[config.mk]
export PLATFORM = sky130hd
export DESIGN_NAME = mips32_prog_loader
export DESIGN_NICKNAME = d
export VERILOG_FILES = /design/src/rtl/mips32_pkg.sv /design/src/rtl/mips32_prog_loader_byte_packer.sv /design/src/rtl/mips32_prog_loader.sv
export SDC_FILE = /design/constraint.sdc
export NUM_CORES = 1
export LEC_CHECK = 0
export ABC_AREA = 1
export CORE_MARGIN = 5
export CORE_UTILIZATION = 40
export DETAILED_ROUTE_END_ITERATION = 10
export PLACE_DENSITY = 0.64
export SETUP_SLACK_MARGIN = 0.5
export SYNTH_ARGS = -nofsm -noshare
export SYNTH_HDL_FRONTEND = slang
export SYNTH_SLANG_ARGS = --single-unit
[constraint.sdc]
create_clock -name clk1 -period 2.2 [get_ports clk1]
set_clock_uncertainty 0.15 [all_clocks]
set_input_delay 0.66 -clock clk1 [delete_from_list [all_inputs] [get_ports clk1]]
set_output_delay 0.66 -clock clk1 [all_outputs]
set_load 0.03 [all_outputs]
[src/rtl/mips32_pkg.sv]
// Shared definitions for the MIPS32 core and its boot-time program loader:
// loader state encoding, loader error codes and the HALT opcode.
// No ports; imported with `import mips32_pkg::*;`.
package mips32_pkg;

  // Loader session states.
  typedef enum logic [2:0] {
    IDLE = 3'd0,
    HDR  = 3'd1,
    LOAD = 3'd2,
    CHK  = 3'd3,
    RUN  = 3'd4,
    ERR  = 3'd5
  } ldr_state_e;

  // Reason the loader stopped in ERR.
  typedef enum logic [1:0] {
    ERR_NONE = 2'd0,
    ERR_LEN  = 2'd1,
    ERR_CSUM = 2'd2
  } err_code_e;

  // Opcode the core treats as HALT.
  localparam logic [5:0] HALT_OPCODE = 6'h3f;

endpackage

[src/rtl/mips32_prog_loader_byte_packer.sv]
// Packs an MSB-first byte stream into 32-bit words.
// Ports: clk1/rst_n, clr (restart word alignment), take (byte accepted this
// cycle), in_data; word/word_valid are combinational on the 4th byte's take.
module mips32_prog_loader_byte_packer (
  input  logic        clk1,
  input  logic        rst_n,
  input  logic        clr,
  input  logic        take,
  input  logic [7:0]  in_data,
  output logic [31:0] word,
  output logic        word_valid
);

  logic [1:0]  cnt_q, cnt_d;
  logic [23:0] shift_q, shift_d;

  always_comb begin
    cnt_d   = cnt_q;
    shift_d = shift_q;
    if (clr) begin
      cnt_d   = 2'd0;
      shift_d = 24'd0;
    end else if (take) begin
      // Counter wraps 3 -> 0, so the next word starts aligned.
      cnt_d   = cnt_q + 2'd1;
      shift_d = {shift_q[15:0], in_data};
    end
  end

  always_ff @(posedge clk1 or negedge rst_n) begin
    if (!rst_n) begin
      cnt_q   <= 2'd0;
      shift_q <= 24'd0;
    end else begin
      cnt_q   <= cnt_d;
      shift_q <= shift_d;
    end
  end

  // The 4th byte is not registered: it completes the word in the same cycle.
  assign word       = {shift_q, in_data};
  assign word_valid = take && (cnt_q == 2'd3);

endmodule

[src/rtl/mips32_prog_loader.sv]
// Boot loader: takes header N, N program words and an XOR checksum over a
// byte stream, writes the words to core memory from address 0, then releases
// the core. Ports: clk1/rst_n; start pulse; in_data/in_valid/in_ready byte
// stream; mem_we/mem_addr/mem_wdata write port (1 cycle after the 4th byte);
// cpu_hold/cpu_pc_clr core control; done/err/err_code status.
module mips32_prog_loader
  import mips32_pkg::*;
#(
  parameter int MEM_DEPTH = 1024,
  parameter int ADDR_W    = 10
) (
  input  logic              clk1,
  input  logic              rst_n,
  input  logic              start,
  input  logic [7:0]        in_data,
  input  logic              in_valid,
  output logic              in_ready,
  output logic              mem_we,
  output logic [ADDR_W-1:0] mem_addr,
  output logic [31:0]       mem_wdata,
  output logic              cpu_hold,
  output logic              cpu_pc_clr,
  output logic              done,
  output logic              err,
  output logic [1:0]        err_code
);

  localparam logic [ADDR_W:0] CNT_ONE = {{ADDR_W{1'b0}}, 1'b1};

  ldr_state_e        state_q, state_d;
  logic [ADDR_W:0]   word_cnt_q, word_cnt_d;  // one extra bit: N = MEM_DEPTH cannot wrap
  logic [ADDR_W:0]   len_q, len_d;
  logic [31:0]       csum_q, csum_d;
  err_code_e         err_code_q, err_code_d;
  logic              mem_we_q, mem_we_d;
  logic [ADDR_W-1:0] mem_addr_q, mem_addr_d;
  logic [31:0]       mem_wdata_q, mem_wdata_d;
  logic              pc_clr_q, pc_clr_d;

  logic              take;
  logic              enter_hdr;
  logic [31:0]       word;
  logic              word_valid;
  logic [ADDR_W:0]   word_cnt_inc;

  assign take         = in_valid && in_ready;
  assign enter_hdr    = (state_d == HDR) && (state_q != HDR);
  assign word_cnt_inc = word_cnt_q + CNT_ONE;

  mips32_prog_loader_byte_packer u_packer (
    .clk1       (clk1),
    .rst_n      (rst_n),
    .clr        (enter_hdr),
    .take       (take),
    .in_data    (in_data),
    .word       (word),
    .word_valid (word_valid)
  );

  // State register.
  always_ff @(posedge clk1 or negedge rst_n) begin
    if (!rst_n) begin
      state_q <= IDLE;
    end else begin
      state_q <= state_d;
    end
  end

  // Next-state logic. start only matters outside an active session.
  always_comb begin
    state_d = state_q;
    case (state_q)
      IDLE, RUN, ERR: begin
        if (start) state_d = HDR;
      end
      HDR: begin
        if (word_valid) begin
          if (word > 32'(MEM_DEPTH))  state_d = ERR;
          else if (word == 32'd0)     state_d = CHK;
          else                        state_d = LOAD;
        end
      end
      LOAD: begin
        if (word_valid && (word_cnt_inc == len_q)) state_d = CHK;
      end
      CHK: begin
        if (word_valid) state_d = (word == csum_q) ? RUN : ERR;
      end
      default: state_d = IDLE;
    endcase
  end

  // Datapath next values: counters, checksum, write port, error code.
  always_comb begin
    word_cnt_d  = word_cnt_q;
    len_d       = len_q;
    csum_d      = csum_q;
    err_code_d  = err_code_q;
    mem_we_d    = 1'b0;
    mem_addr_d  = mem_addr_q;
    mem_wdata_d = mem_wdata_q;
    pc_clr_d    = (state_d == RUN) && (state_q != RUN);

    if (enter_hdr) begin
      word_cnt_d = '0;
      len_d      = '0;
      csum_d     = 32'd0;
      err_code_d = ERR_NONE;
    end

    case (state_q)
      HDR: begin
        if (word_valid) begin
          // Truncation is harmless: oversize headers go straight to ERR.
          len_d = word[ADDR_W:0];
          if (word > 32'(MEM_DEPTH)) err_code_d = ERR_LEN;
        end
      end
      LOAD: begin
        if (word_valid) begin
          mem_we_d    = 1'b1;
          mem_addr_d  = word_cnt_q[ADDR_W-1:0];
          mem_wdata_d = word;
          csum_d      = csum_q ^ word;
          word_cnt_d  = word_cnt_inc;
        end
      end
      CHK: begin
        if (word_valid && (word != csum_q)) err_code_d = ERR_CSUM;
      end
      default: ;
    endcase
  end

  always_ff @(posedge clk1 or negedge rst_n) begin
    if (!rst_n) begin
      word_cnt_q  <= '0;
      len_q       <= '0;
      csum_q      <= 32'd0;
      err_code_q  <= ERR_NONE;
      mem_we_q    <= 1'b0;
      mem_addr_q  <= '0;
      mem_wdata_q <= 32'd0;
      pc_clr_q    <= 1'b0;
    end else begin
      word_cnt_q  <= word_cnt_d;
      len_q       <= len_d;
      csum_q      <= csum_d;
      err_code_q  <= err_code_d;
      mem_we_q    <= mem_we_d;
      mem_addr_q  <= mem_addr_d;
      mem_wdata_q <= mem_wdata_d;
      pc_clr_q    <= pc_clr_d;
    end
  end

  // Outputs.
  always_comb begin
    in_ready   = (state_q == HDR) || (state_q == LOAD) || (state_q == CHK);
    cpu_hold   = (state_q != RUN);
    done       = (state_q == RUN);
    err        = (state_q == ERR);
    cpu_pc_clr = pc_clr_q;
    mem_we     = mem_we_q;
    mem_addr   = mem_addr_q;
    mem_wdata  = mem_wdata_q;
    err_code   = err_code_q;
  end

endmodule

* Word-level counts from Yosys, hierarchy flattened
Cells that the tools add are included. W data, S select, Z words.
Storage, ports and cells: bits in registers 129, latch bits 0, RAM bits 0, memory bits (read-only) 0, logic and storage cells 69, memories kept 0
Operators by class: add/sub/neg operators 2, multipliers 0, div/mod/pow operators 0, $lt $le $gt $ge 1, equal/unequal tests 13, shift-type cells 0, mux-type cells 28, bitwise logic cells 1, reduce and logical (&&, ||, !) cells 13
Operator list (count):
- $mux W32 | 3
- $mux W11 | 6
- $mux W24 | 2
- $eq A32 B32 Y1 | 1
- $gt A32 B11 Y1 const B | 1
- $logic_not A32 Y1 | 1
- $ne A32 B32 Y1 | 1
- $xor A32 B32 Y32 | 1
- $mux W3 | 5
- $mux W2 | 6
- $pmux W3 S4 | 1
- $add A11 B1 Y11 const B | 1
- $eq A11 B11 Y1 | 1
- $eq A3 B3 Y1 const B | 3
- $eq A3 B1 Y1 const B | 2
- $eq A3 B2 Y1 const B | 2
- $logic_and A1 B1 Y1 | 6
- $mux W1 | 4
- $pmux W2 S2 | 1
- $logic_not A3 Y1 | 1
- $ne A3 B1 Y1 const B | 1
- $ne A3 B3 Y1 const B | 1
- $reduce_or A3 Y1 | 1
- $add A2 B1 Y2 const B | 1
- other kinds (4) | 5

* Logic depth before layout (Yosys ltp)
Gate-level depths: netlist of the first run.
word-level depth 14, depth in mapped cells 17, depth with buffers taken out 15

* Modules after synthesis
Synthesis of the first run repeated with hierarchy kept, for this count alone.
Second synthesis, totals: cells, all modules 791, area total of the unflattened synthesis 6363.6 µm²
By module, submodules not included:
- mips32_prog_loader | times used 1, cells each 666, area an instance 5098.6 µm², sequential area each 2577.5 µm²
- mips32_prog_loader_byte_packer | times used 1, cells each 125, area an instance 1265.0 µm², sequential area each 650.6 µm²

* Worst setup path before layout of the first run
Ideal clock, no wire load.
kind reg2out, from register state_q[0], to output port cpu_hold, arrival time 1.416 ns, required time 1.390 ns, setup slack -0.026 ns, stages on the path, launching flop included 5, path through dfrtp_1 nor2_1 inv_1 nor2_1 inv_1
Between the ends: word-level cells in the longest chain between the ends 1
RTL lines:
- start, declared | line mips32_prog_loader.sv:30 | ldr_state_e state_q, state_d;
- start signal, assigned | line mips32_prog_loader.sv:65 | state_q <= state_d;
- $ne A3 B3 Y1 | line mips32_prog_loader.sv:160 | cpu_hold = (state_q != RUN);
- end, declared | line mips32_prog_loader.sv:21 | output logic cpu_hold,
Every way passes these cells.

* Final worst setup path of the first run
from register state_q[2], to register err_code_q[1], in the netlist err_code[1]
Between the ends: word-level cells in the longest chain between the ends 14, elaborated cells on any way between the ends 26
RTL lines:
- $eq A3 B1 Y1 or $eq A3 B2 Y1 (tied branches) | line mips32_prog_loader.sv:72, mips32_prog_loader.sv:159
- $logic_or A1 B1 Y1 (2 in a row) | line mips32_prog_loader.sv:159 | in_ready = (state_q == HDR) || (state_q == LOAD) || (state_q == CHK);
- $logic_and A1 B1 Y1 | line mips32_prog_loader.sv:46 | assign take = in_valid && in_ready;
- $logic_and A1 B1 Y1 | line mips32_prog_loader_byte_packer.sv:42 | assign word_valid = take && (cnt_q == 2'd3);
- $logic_and A1 B1 Y1 | line mips32_prog_loader.sv:84 | if (word_valid && (word_cnt_inc == len_q)) state_d = CHK;
- $mux W3 | line mips32_prog_loader.sv:84
- $pmux W3 S4 * | line mips32_prog_loader.sv:72 | case (state_q)
- net state_d[1] | line mips32_prog_loader.sv:30
- $eq A3 B1 Y1 * | line mips32_prog_loader.sv:47 | assign enter_hdr = (state_d == HDR) && (state_q != HDR);
- $logic_and A1 B1 Y1 * | line mips32_prog_loader.sv:47
- $mux W2 * | line mips32_prog_loader.sv:104 | if (enter_hdr) begin
- $mux W2 | line mips32_prog_loader.sv:116 | if (word > 32'(MEM_DEPTH)) err_code_d = ERR_LEN;
- $mux W2 | line mips32_prog_loader.sv:113 | if (word_valid) begin
- $pmux W2 S2 * | line mips32_prog_loader.sv:111 | case (state_q)
- net err_code_d[1] | line mips32_prog_loader.sv:34 | err_code_e err_code_q, err_code_d;
- end signal, assigned | line mips32_prog_loader.sv:149 | err_code_q <= err_code_d;
- end, declared | line mips32_prog_loader.sv:34
Mark *: on every way through the listed nets, which the timed path passes. The rest lies on a longest branch. A chain may end at the register's enable or synchronous reset.

==> results of run 1 <==
[stage by stage]
step,instances,total power [mW],setup WS [ns],utilization
floorplan,771,6.26,0.0423,-
global placement,1127,8.49,-0.791,0.528
detailed placement,1127,8.54,-0.822,0.528
CTS,1233,13.4,-0.127,0.673
global route,1279,16.0,-0.388,0.731
finish,1279,15.5,-0.335,0.731
[registers in the layout, summed over array words and instances, names as in the netlist]
register	flops
mem_addr	10
u_packer.cnt_q	2
word_cnt_q	11
u_packer.shift_q	24
csum_q	32
len_q	11
err_code	2
mem_wdata	32
state_q	3
mem_we	1
cpu_pc_clr	1
[cells in the mapped netlist]
cell,number,area share
sky130_fd_sc_hd__o21a_1,1,0.0012
sky130_fd_sc_hd__o21bai_1,1,0.0012
sky130_fd_sc_hd__nor2_1,47,0.028
sky130_fd_sc_hd__nor3_2,1,0.0016
sky130_fd_sc_hd__nand2_4,1,0.0018
sky130_fd_sc_hd__xnor2_1,8,0.011
sky130_fd_sc_hd__nor2_2,3,0.0030
sky130_fd_sc_hd__nand3_2,19,0.031
sky130_fd_sc_hd__a21oi_1,5,0.0040
sky130_fd_sc_hd__nand2_2,4,0.0040
sky130_fd_sc_hd__nor2_4,1,0.0018
sky130_fd_sc_hd__buf_8,2,0.0048
sky130_fd_sc_hd__dfrtp_1,129,0.52
sky130_fd_sc_hd__xor2_1,1,0.0014
sky130_fd_sc_hd__nand3b_1,2,0.0024
sky130_fd_sc_hd__buf_4,3,0.0036
sky130_fd_sc_hd__ha_1,2,0.0040
sky130_fd_sc_hd__nor2_8,1,0.0032
sky130_fd_sc_hd__o21ai_0,83,0.067
sky130_fd_sc_hd__inv_2,1,0.00061
sky130_fd_sc_hd__nand2_1,232,0.14
sky130_fd_sc_hd__nand3_1,54,0.044
sky130_fd_sc_hd__o21ai_1,39,0.032
sky130_fd_sc_hd__buf_2,6,0.0048
sky130_fd_sc_hd__buf_6,2,0.0036
sky130_fd_sc_hd__clkinv_1,3,0.0018
sky130_fd_sc_hd__buf_1,1,0.00061
sky130_fd_sc_hd__inv_1,94,0.057
sky130_fd_sc_hd__nand4_1,6,0.0061
sky130_fd_sc_hd__nor3_1,4,0.0032
sky130_fd_sc_hd__clkbuf_1,15,0.0091
[per-layer routing]
layer  global-route usage  up-vias
li1                     -     3107
met1                0.308     3279
met2                0.413      296
met3               0.0506       93
met4                0.118        0
met5                    0        -
[worst max-delay path by stage]
stage             startpoint           endpoint
2_1_floorplan     state_q[0]           len_q[0]
3_3_place_gp      in_data[4]          csum_q[4]
3_5_place_dp      in_data[4]      word_cnt_q[3]
4_1_cts        word_cnt_q[1]  u_packer.cnt_q[0]
5_1_grt        word_cnt_q[1]        err_code[1]
6_report          state_q[2]        err_code[1]
[critical path, cell delays in order (launching register included)]
cell and delay (ns):
sky130_fd_sc_hd__dfrtp_2 0.44, sky130_fd_sc_hd__buf_4 0.17, sky130_fd_sc_hd__nor2_1 0.16, sky130_fd_sc_hd__nand2_1 0.16
sky130_fd_sc_hd__nor2_2 0.28, sky130_fd_sc_hd__nand3_1 0.17, sky130_fd_sc_hd__nand2_2 0.13, sky130_fd_sc_hd__nor3_4 0.06
sky130_fd_sc_hd__buf_12 0.14, sky130_fd_sc_hd__nand2_8 0.09, sky130_fd_sc_hd__buf_4 0.12, sky130_fd_sc_hd__buf_4 0.12
sky130_fd_sc_hd__nand2_2 0.05, sky130_fd_sc_hd__a21oi_1 0.19
[final cells by class]
cell class	instances	area, µm²
repair buffers	316	3370
clock buffers	21	460
well taps	188	235
clock inverters	11	208
inverters	98	394
multi-input cells	516	3210
fillers	964	4090
flip-flops and latches	129	3240
[report_power, final]
part	switching [mW]	internal, mW	total, mW
clock	1.08	2.18	3.26
sequential	0.622	3.02	3.64
combinational	4.37	4.22	8.58
[repair_timing]
item                       4_1_cts  5_1_grt
gates resized for setup        528      153
setup endpoints to repair      179      178
pin swaps                       19       47
gates cloned                    20        5
setup buffers                   54       41
hold endpoints to repair         0        0
[kinds of logic after synthesis]
kind of cell,count (synthesis)
AND/OR/NAND/NOR,375
XOR/XNOR,9
buffers and inverters,127
AO/OA/AOI/OAI,129
adder cells (fa/ha/maj),2
flip-flops,129
==> reports/qor.yml, run 1 <==
route:
  detail_route.wirelength.met1_um: 9690
  drt_iter0_markers: 587
  top_signal_layer_used: "met4"
  via_per_inst: 5.30
  remaining_drc_errors: 0
  met2_wire_length_um: 12400
  wirelength_um: 25100
  post_route_antenna_net_violation_count: 0
  dr_wl_met3_um: 1650
  vias: 6775
  routed_wire_length_per_instance_um: 19.6
  drt-pass1-iter-count: 5
placement:
  place_area_um2: 8020
  io_buffers: 61
  place_congestion: 0.795
  dp_hpwl_um: 11000
floorplanning:
  chipHeight_um: 134
  die-width_um: 134
  initial_core_util: 0.407
  io_pins: 62
  fp.dieArea_um2: 18100
  rows: 45
  floorplan.core_area_um2: 15200
cells_and_area:
  layout-drive-gt1-share: 0.501
  n_antenna_cell: 0
  layout.cells.most_common_list: "sky130_fd_sc_hd__buf_4, sky130_fd_sc_hd__nand2_1, sky130_fd_sc_hd__dfrtp_1, sky130_fd_sc_hd__inv_1, sky130_fd_sc_hd__buf_6"
  finalNetCount: 1092
  layout_commonest_cell: "sky130_fd_sc_hd__buf_4"
  area.growth.synth_to_final_pct: 79.5
  fin_area_um2: 11100
logic_synthesis:
  synth_area_per_cell_um2: 8.03
  adder_cell_share_of_the_synthesized_area: 0.00404
  postSynthCellCount: 771
  postSynthNetCount: 785
  yosys_warnings: 0
  synthDistinctLibCells: 31
  yosysSeqAreaShare: 0.521
  synthXorXnorAreaFrac: 0.0127
  dominant_combinational_cell_family_by_area_after_synthesis: "simple AND/OR/NAND/NOR gates"
  synthSimpleGateAreaFrac: 0.271
  synth_compound_gate_area_share: 0.105
  mappedNetlistArea_um2: 6190
  synth.ff_latch_count: 129
  synthMuxAreaShare: 0
timing:
  grt_setup_unrepaired: "yes"
  final.hold.worst_slack_ns: 0.0302
  relSlewSlack: 0.702
  finalSetupTns_ns: -17.94
  post-route-period-util: 1.15
  tightestPinTransition_ns: 0.446
  setup_slack_after_layout_ns: -0.335
  report.final.slew_viol_count: 0
  final_period_minus_worst_setup_slack_ns: 2.53
  maxClockFrequency_mhz: 395
  hold_viol_final: 0
  setup_violations: 88
worst_setup_path:
  regToRegSetupSlack_ns: -0.33
  timing_worst_setup_path_type: "flop to flop"
  reg2reg_from: "state_q[2]"
  r2r.worst_path.cells: 13
  required_ns: 2.38
  worst_setup_path_start_kind: "flop"
  critical_r2r_capture: "err_code[1]"
  worst-endpoint-arrival_ns: 2.71
  end_kind: "flop"
  critPathMaxFanout: 5
clock_network:
  holdBufCountCts: 0
  tritoncts.num_buffers: 17
  cts_root_buf: "sky130_fd_sc_hd__clkbuf_16"
  cts_tree: "built"
  max-clock-path-buffers: 2
  cts.sink_count: 129
  clock_latency_ns: 0.43
  clkTransAtPathRegs_ns: 0.06
  cts.htree.levels: 4
global_route:
  antenna_violations_before_repair: 0
  via_count_of_the_first_global_routing_pass: 6458
  grt_pass1_wl_um: 34500
  grt_start_max_net_pins: 43
  overflow: 0
  grt_usage: 0.248
flow_run:
  maxCapViolCount: 0
run_status:
  failed_checks: "setup timing"
  run_status: "complete, but fails checks"
power:
  worst_ir_drop_vdd_mv: 0.986
  p_per_area_nw_per_um2: 1390
  p_leak_nw: 5.41
min_path:
  hold_path.class: "input pin to async pin"
Power figures use the tool's default switching activity.
==> run 2: changes to the inputs <==
--- a/config.mk
+++ b/config.mk
@@ -6,6 +6,7 @@
 export NUM_CORES = 1
 export LEC_CHECK = 0
 export ABC_AREA = 1
+export CAP_MARGIN = 20
 export CORE_MARGIN = 5
 export CORE_UTILIZATION = 40
 export DETAILED_ROUTE_END_ITERATION = 10
@@ -14,3 +15,4 @@
 export SYNTH_ARGS = -nofsm -noshare
 export SYNTH_HDL_FRONTEND = slang
 export SYNTH_SLANG_ARGS = --single-unit
+export TNS_END_PERCENT = 5
==> run 2 against run 1 <==
Critical path type unchanged. Hold slack better by 0.014 ns. Largest power group unchanged. The flow still finishes with violations (setup timing). Fmax grew 10%. Via count decreased by 17%. Largest cell class is now sequential cells.
==> reports/qor.yml, run 2 (synthesis results as in run 1) <==
run_status:
  run_status: "complete, but fails checks"  # unchanged
  failed_checks: "setup timing"  # unchanged
min_path:
  hold_path.class: "input pin to async pin"  # unchanged
floorplanning:
  floorplan.core_area_um2: 15200  # unchanged
  die-width_um: 134  # unchanged
  io_pins: 62  # unchanged
  rows: 45  # unchanged
  fp.dieArea_um2: 18100  # unchanged
  initial_core_util: 0.407  # unchanged
  chipHeight_um: 134  # unchanged
route:
  drt_iter0_markers: 294  # was 587
  drt-pass1-iter-count: 5  # unchanged
  remaining_drc_errors: 0  # unchanged
  post_route_antenna_net_violation_count: 0  # unchanged
  via_per_inst: 4.83  # was 5.30
  vias: 5598  # was 6775
  wirelength_um: 16100  # was 25100 µm
  routed_wire_length_per_instance_um: 13.9  # was 19.6 µm
global_route:
  grt_usage: 0.179  # was 0.248
  overflow: 0  # unchanged
  via_count_of_the_first_global_routing_pass: 5390  # was 6458
  grt_pass1_wl_um: 25800  # was 34500 µm
  antenna_violations_before_repair: 0  # unchanged
  grt_start_max_net_pins: 93  # was 43
cells_and_area:
  multi_input_combinational_cell_area_um2: 2710  # was 3210 µm²
  area.growth.synth_to_final_pct: 46.4  # was 79.5%
  n_antenna_cell: 0  # unchanged
  finalNetCount: 971  # was 1092
  layout-drive-gt1-share: 0.326  # was 0.501
  layout.cells.most_common_list: "sky130_fd_sc_hd__nand2_1, sky130_fd_sc_hd__dfrtp_1, sky130_fd_sc_hd__buf_4, sky130_fd_sc_hd__inv_1, sky130_fd_sc_hd__o21ai_1"  # was sky130_fd_sc_hd__buf_4, sky130_fd_sc_hd__nand2_1, sky130_fd_sc_hd__dfrtp_1, sky130_fd_sc_hd__inv_1, sky130_fd_sc_hd__buf_6
  layout_commonest_cell: "sky130_fd_sc_hd__nand2_1"  # was sky130_fd_sc_hd__buf_4
  layout.core_utilization: 0.596  # was 0.731
  fin_area_um2: 9060  # was 11100 µm²
  stdcell_count: 1158  # was 1279
  regArea_um2: 3230  # was 3240 µm²
  fill_cells: 1305  # was 964
timing:
  final_period_minus_worst_setup_slack_ns: 2.30  # was 2.53 ns
  post-route-period-util: 1.04  # was 1.15
  tightestPinTransition_ns: 0.476  # was 0.446 ns
  setup_violations: 82  # was 88
  setup_slack_after_layout_ns: -0.0957  # was -0.335 ns
  report.final.slew_viol_count: 0  # unchanged
  finalSetupTns_ns: -5.75  # was -17.94 ns
  hold_viol_final: 0  # unchanged
  grt_setup_unrepaired: "yes"  # unchanged
  maxClockFrequency_mhz: 436  # was 395 MHz
  relSlewSlack: 0.683  # was 0.702
worst_setup_path:
  required_ns: 2.34  # was 2.38 ns
  worst-endpoint-arrival_ns: 2.44  # was 2.71 ns
  cp_slowest_cell: "sky130_fd_sc_hd__dfrtp_1"  # was sky130_fd_sc_hd__dfrtp_2
  cpMostUsedCell: "sky130_fd_sc_hd__nor2_1"  # was sky130_fd_sc_hd__buf_4
  regToRegSetupSlack_ns: -0.1  # was -0.33 ns
  critPathMaxFanout: 8  # was 5
  end_kind: "flop"  # unchanged
  cpLargestDelayFamily: "simple AND/OR/NAND/NOR gates"  # unchanged
  reg2reg_from: "u_packer.shift_q[11]"  # was state_q[2]
  worstPathBufferInverterCount: 4  # unchanged
  timing_worst_setup_path_type: "flop to flop"  # unchanged
  critical_r2r_capture: "csum_q[25]"  # was err_code[1]
  cp_cell_sequence: "buf_6 -> nor2_1 -> nand4_1 -> nor2_1 -> buf_4 -> nand2_1 -> nand2_2 -> nand3_4 -> nor3_4 -> buf_12 -> nand2_8 -> clkbuf_16 -> nand3_2 -> o21ai_1"  # was buf_4 -> nor2_1 -> nand2_1 -> nor2_2 -> nand3_1 -> nand2_2 -> nor3_4 -> buf_12 -> nand2_8 -> buf_4 -> buf_4 -> nand2_2 -> a21oi_1
  critical_path_max_stage_delay_ns: 0.41  # was 0.44 ns
  worst_setup_path_start_kind: "flop"  # unchanged
  r2r.worst_path.cells: 14  # was 13
placement:
  dp_hpwl_um: 10800  # was 11000 µm
  placed_cells_incl_taps: 1113  # was 1127
  place_area_um2: 7910  # was 8020 µm²
  io_buffers: 61  # unchanged
  place_congestion: 0.789  # was 0.795
clock_network:
  cts_tree: "built"  # unchanged
  tritoncts.num_buffers: 17  # unchanged
  cts_root_buf: "sky130_fd_sc_hd__clkbuf_16"  # unchanged
  max-clock-path-buffers: 2  # unchanged
  holdBufCountCts: 0  # unchanged
  cts.sink_count: 129  # unchanged
  clkTransAtPathRegs_ns: 0.06  # about the same
  cts.htree.levels: 4  # unchanged
  clock_latency_ns: 0.42  # was 0.43 ns
power:
  design_power_total_mw: 12.7  # was 15.5 mW
  p_leak_nw: 4.42  # was 5.41 nW
  worst_ir_drop_vdd_mv: 0.738  # was 0.986 mV
  p_per_area_nw_per_um2: 1400  # was 1390 nW/µm²
flow_run:
  maxCapViolCount: 0  # unchanged
[run 2: timing repair]
| action | CTS | global route |
|---|---|---|
| setup endpoints to repair | 179 | 179 |
| pin swaps | 5 | 16 |
| setup buffers | 1 | 6 |
| gates resized for setup | 405 | 77 |
| gates cloned | 0 | 6 |
[run 2: how the worst max path moves through the flow]
stage / from / depth (start not counted) / end / slack (ns)
global route: word_cnt_q[0] / 17 / len_q[7] / -0.22
floorplan: state_q[0] / 15 / len_q[0] / 0.04
global placement: in_data[6] / 15 / u_packer.shift_q[3] / -0.78
finish: u_packer.shift_q[11] / 14 / csum_q[25] / -0.1
CTS: word_cnt_q[1] / 17 / csum_q[10] / -0.09
detailed placement: in_data[6] / 15 / u_packer.shift_q[6] / -0.86
[run 2: final cells by class]
| cell class | instances | share of cell area |
|---|---|---|
| well taps | 188 | 0.0259 |
| clock buffers | 19 | 0.0500 |
| multi-input cells | 516 | 0.299 |
| clock inverters | 13 | 0.0203 |
| inverters | 98 | 0.0411 |
| flip-flops and latches | 129 | 0.356 |
| repair buffers | 195 | 0.207 |
[run 2: per-layer routing]
metal / GRT usage / vias to the layer above / share of wire
li1: - / 2839 / -
met3: 0.0353 / 29 / 0.042
met1: 0.241 / 2609 / 0.47
met2: 0.287 / 121 / 0.47
met4: 0.0696 / 0 / 0.019
met5: 0 / - / 0
[run 2: stage by stage]
step | hold slack [ns] | setup WS (ns)
6_report | 0.0439 | -0.0957
5_1_grt | 0.0703 | -0.220
4_1_cts | 0.0518 | -0.0874
3_5_place_dp | 0.322 | -0.864
3_3_place_gp | 0.315 | -0.781
2_1_floorplan | 0.214 | 0.0420
[run 2: where the power goes]
group	internal, mW	switching, mW
clock	1.95	1.07
combinational	2.86	3.21
sequential	3.01	0.552
==> run 3: changes to the inputs <==
--- a/config.mk
+++ b/config.mk
@@ -9,7 +9,10 @@
 export CAP_MARGIN = 20
 export CORE_MARGIN = 5
 export CORE_UTILIZATION = 40
+export CTS_CLUSTER_DIAMETER = 50
+export CTS_CLUSTER_SIZE = 14
 export DETAILED_ROUTE_END_ITERATION = 10
+export MAX_ROUTING_LAYER = met4
 export PLACE_DENSITY = 0.64
 export SETUP_SLACK_MARGIN = 0.5
 export SYNTH_ARGS = -nofsm -noshare
==> run 3 against run 2 <==
The run still ends with setup timing left. Fmax shrank 0.25%. Via count decreased by 0.64%. Die area did not move. Total power grew 1.0%. Hold slack improved by 0.0015 ns. Count of clock-buffer cells in the layout unchanged. Critical path type unchanged.
==> reports/qor.yml, run 3 (synthesis results as in run 1) <==
timing:
  final.hold.worst_slack_ns: 0.0453  # was 0.0439 ns
  relSlewSlack: 0.685  # was 0.683
  tightestPinTransition_ns: 0.472  # was 0.476 ns
  setup_slack_after_layout_ns: -0.101  # was -0.0957 ns
  hold_viol_final: 0  # unchanged
  post-route-period-util: 1.05  # was 1.04
  report.final.slew_viol_count: 0  # unchanged
  maxClockFrequency_mhz: 435  # was 436 MHz
  setup_violations: 81  # was 82
  final_period_minus_worst_setup_slack_ns: 2.30  # about the same
  grt_setup_unrepaired: "yes"  # unchanged
clock_network:
  holdBufCountCts: 0  # unchanged
  tritoncts.num_buffers: 17  # unchanged
  clkTransAtPathRegs_ns: 0.06  # about the same
  cts_root_buf: "sky130_fd_sc_hd__clkbuf_16"  # unchanged
  cts.htree.levels: 4  # unchanged
  cts_tree: "built"  # unchanged
  clock_latency_ns: 0.42  # about the same
  max-clock-path-buffers: 2  # unchanged
  cts.sink_count: 129  # unchanged
placement:
  io_buffers: 61  # unchanged
  placed_cells_incl_taps: 1113  # unchanged
  dp_hpwl_um: 10800  # unchanged
  place_congestion: 0.800  # was 0.789
  place_area_um2: 7910  # unchanged
route:
  routed_wire_length_per_instance_um: 13.9  # about the same
  drt-pass1-iter-count: 4  # was 5
  drt_iter0_markers: 369  # was 294
  wirelength_um: 16100  # about the same
  vias: 5562  # was 5598
  remaining_drc_errors: 0  # unchanged
  via_per_inst: 4.80  # was 4.83
  post_route_antenna_net_violation_count: 0  # unchanged
global_route:
  grt_use_met1: 0.241  # about the same
  groute.layer.met3.usage: 0.0330  # was 0.0353
  via_count_of_the_first_global_routing_pass: 5382  # was 5390
  grt_start_max_net_pins: 93  # unchanged
  overflow: 0  # unchanged
  antenna_violations_before_repair: 0  # unchanged
  grt-busiest-layer: "met2"  # unchanged
  grt_pass1_wl_um: 25800  # about the same
  use_met2: 0.288  # was 0.287
  grt_usage: 0.185  # was 0.179
cells_and_area:
  layout.core_utilization: 0.603  # was 0.596
  area.growth.synth_to_final_pct: 48.1  # was 46.4%
  layout.cells.most_common_list: "sky130_fd_sc_hd__nand2_1, sky130_fd_sc_hd__dfrtp_1, sky130_fd_sc_hd__buf_4, sky130_fd_sc_hd__inv_1, sky130_fd_sc_hd__o21ai_1"  # unchanged
  fill_cells: 1290  # was 1305
  layout_commonest_cell: "sky130_fd_sc_hd__nand2_1"  # unchanged
  fin_area_um2: 9170  # was 9060 µm²
  n_antenna_cell: 0  # unchanged
  multi_input_combinational_cell_area_um2: 2800  # was 2710 µm²
  layout-drive-gt1-share: 0.342  # was 0.326
  regArea_um2: 3230  # unchanged
  stdcell_count: 1158  # unchanged
  finalNetCount: 971  # unchanged
run_status:
  failed_checks: "setup timing"  # unchanged
  run_status: "complete, but fails checks"  # unchanged
floorplanning:
  initial_core_util: 0.407  # unchanged
  die-width_um: 134  # unchanged
  rows: 45  # unchanged
  io_pins: 62  # unchanged
  floorplan.core_area_um2: 15200  # unchanged
  chipHeight_um: 134  # unchanged
  fp.dieArea_um2: 18100  # unchanged
worst_setup_path:
  required_ns: 2.34  # about the same
  critical_r2r_capture: "csum_q[25]"  # unchanged
  reg2reg_from: "u_packer.shift_q[11]"  # unchanged
  critPathMaxFanout: 8  # unchanged
  end_kind: "flop"  # unchanged
  cp_cell_sequence: "buf_6 -> nor2_1 -> nand4_1 -> nor2_1 -> buf_4 -> nand2_1 -> nand2_2 -> nand3_4 -> nor3_4 -> buf_12 -> nand2_8 -> clkbuf_16 -> nand3_2 -> o21ai_1"  # unchanged
  timing_worst_setup_path_type: "flop to flop"  # unchanged
  worst-endpoint-arrival_ns: 2.44  # about the same
  regToRegSetupSlack_ns: -0.10  # was -0.1 ns
  cp_slowest_cell: "sky130_fd_sc_hd__dfrtp_1"  # unchanged
  cpMostUsedCell: "sky130_fd_sc_hd__nor2_1"  # unchanged
  worst_setup_path_start_kind: "flop"  # unchanged
  critical_path_max_stage_delay_ns: 0.41  # about the same
  r2r.worst_path.cells: 14  # unchanged
flow_run:
  maxCapViolCount: 0  # unchanged
power:
  p_leak_nw: 4.44  # was 4.42 nW
  worst_ir_drop_vdd_mv: 0.751  # was 0.738 mV
  p_per_area_nw_per_um2: 1390  # was 1400 nW/µm²
min_path:
  hold_path.class: "input pin to async pin"  # unchanged
## run 3: worst max path at each step
stage / from / endpoint / slack, ns
global placement: in_data[6] / u_packer.shift_q[3] / -0.78
detailed placement: in_data[6] / u_packer.shift_q[6] / -0.86
global route: csum_q[2] / u_packer.shift_q[15] / -0.22
floorplan: state_q[0] / len_q[0] / 0.04
finish: u_packer.shift_q[11] / csum_q[25] / -0.10
CTS: word_cnt_q[1] / csum_q[10] / -0.09
## run 3: report_power, final
part	internal (mW)	total, mW	switching (mW)
sequential	3.01	3.57	0.559
combinational	2.91	6.20	3.29
clock	1.95	3.02	1.06
## run 3: layout make-up
cell class | count | share of cell area
timing repair buffer | 195 | 0.207
multi-input combinational | 516 | 0.305
inverter | 98 | 0.0409
tap | 188 | 0.0257
clock buffer | 19 | 0.0494
sequential | 129 | 0.352
clock inverter | 13 | 0.0201
## run 3: critical path, delay by kind of cell (launching register included)
kind            cells  cell delay, ns
simple gates        9            0.92
buf+inv             4            0.62
flops               1            0.41
compound gates      1            0.06
## run 3: metal layers
metal	vias up	routed length (µm)
met5	-	0
met4	0	293
met2	104	7740
met1	2598	7570
met3	23	497
li1	2837	-
## run 3: per-stage QoR
step | setup TNS, ns | total power, mW | setup slack (ns)
after detailed placement | -78.38 | 8.44 | -0.864
after global routing | -15.36 | 13.5 | -0.217
final | -5.90 | 12.8 | -0.101
after global placement | -74.42 | 8.40 | -0.781
after floorplan | 0 | 6.15 | 0.0420
after CTS | -4.05 | 11.9 | -0.0874
## run 3: repair_timing
action                                  in CTS  in global routing
endpoints found under the setup margin     179                179
buffers inserted                             1                  6
gates resized for setup                    405                105
pin swaps                                    5                 19
gates cloned                                 0                  6
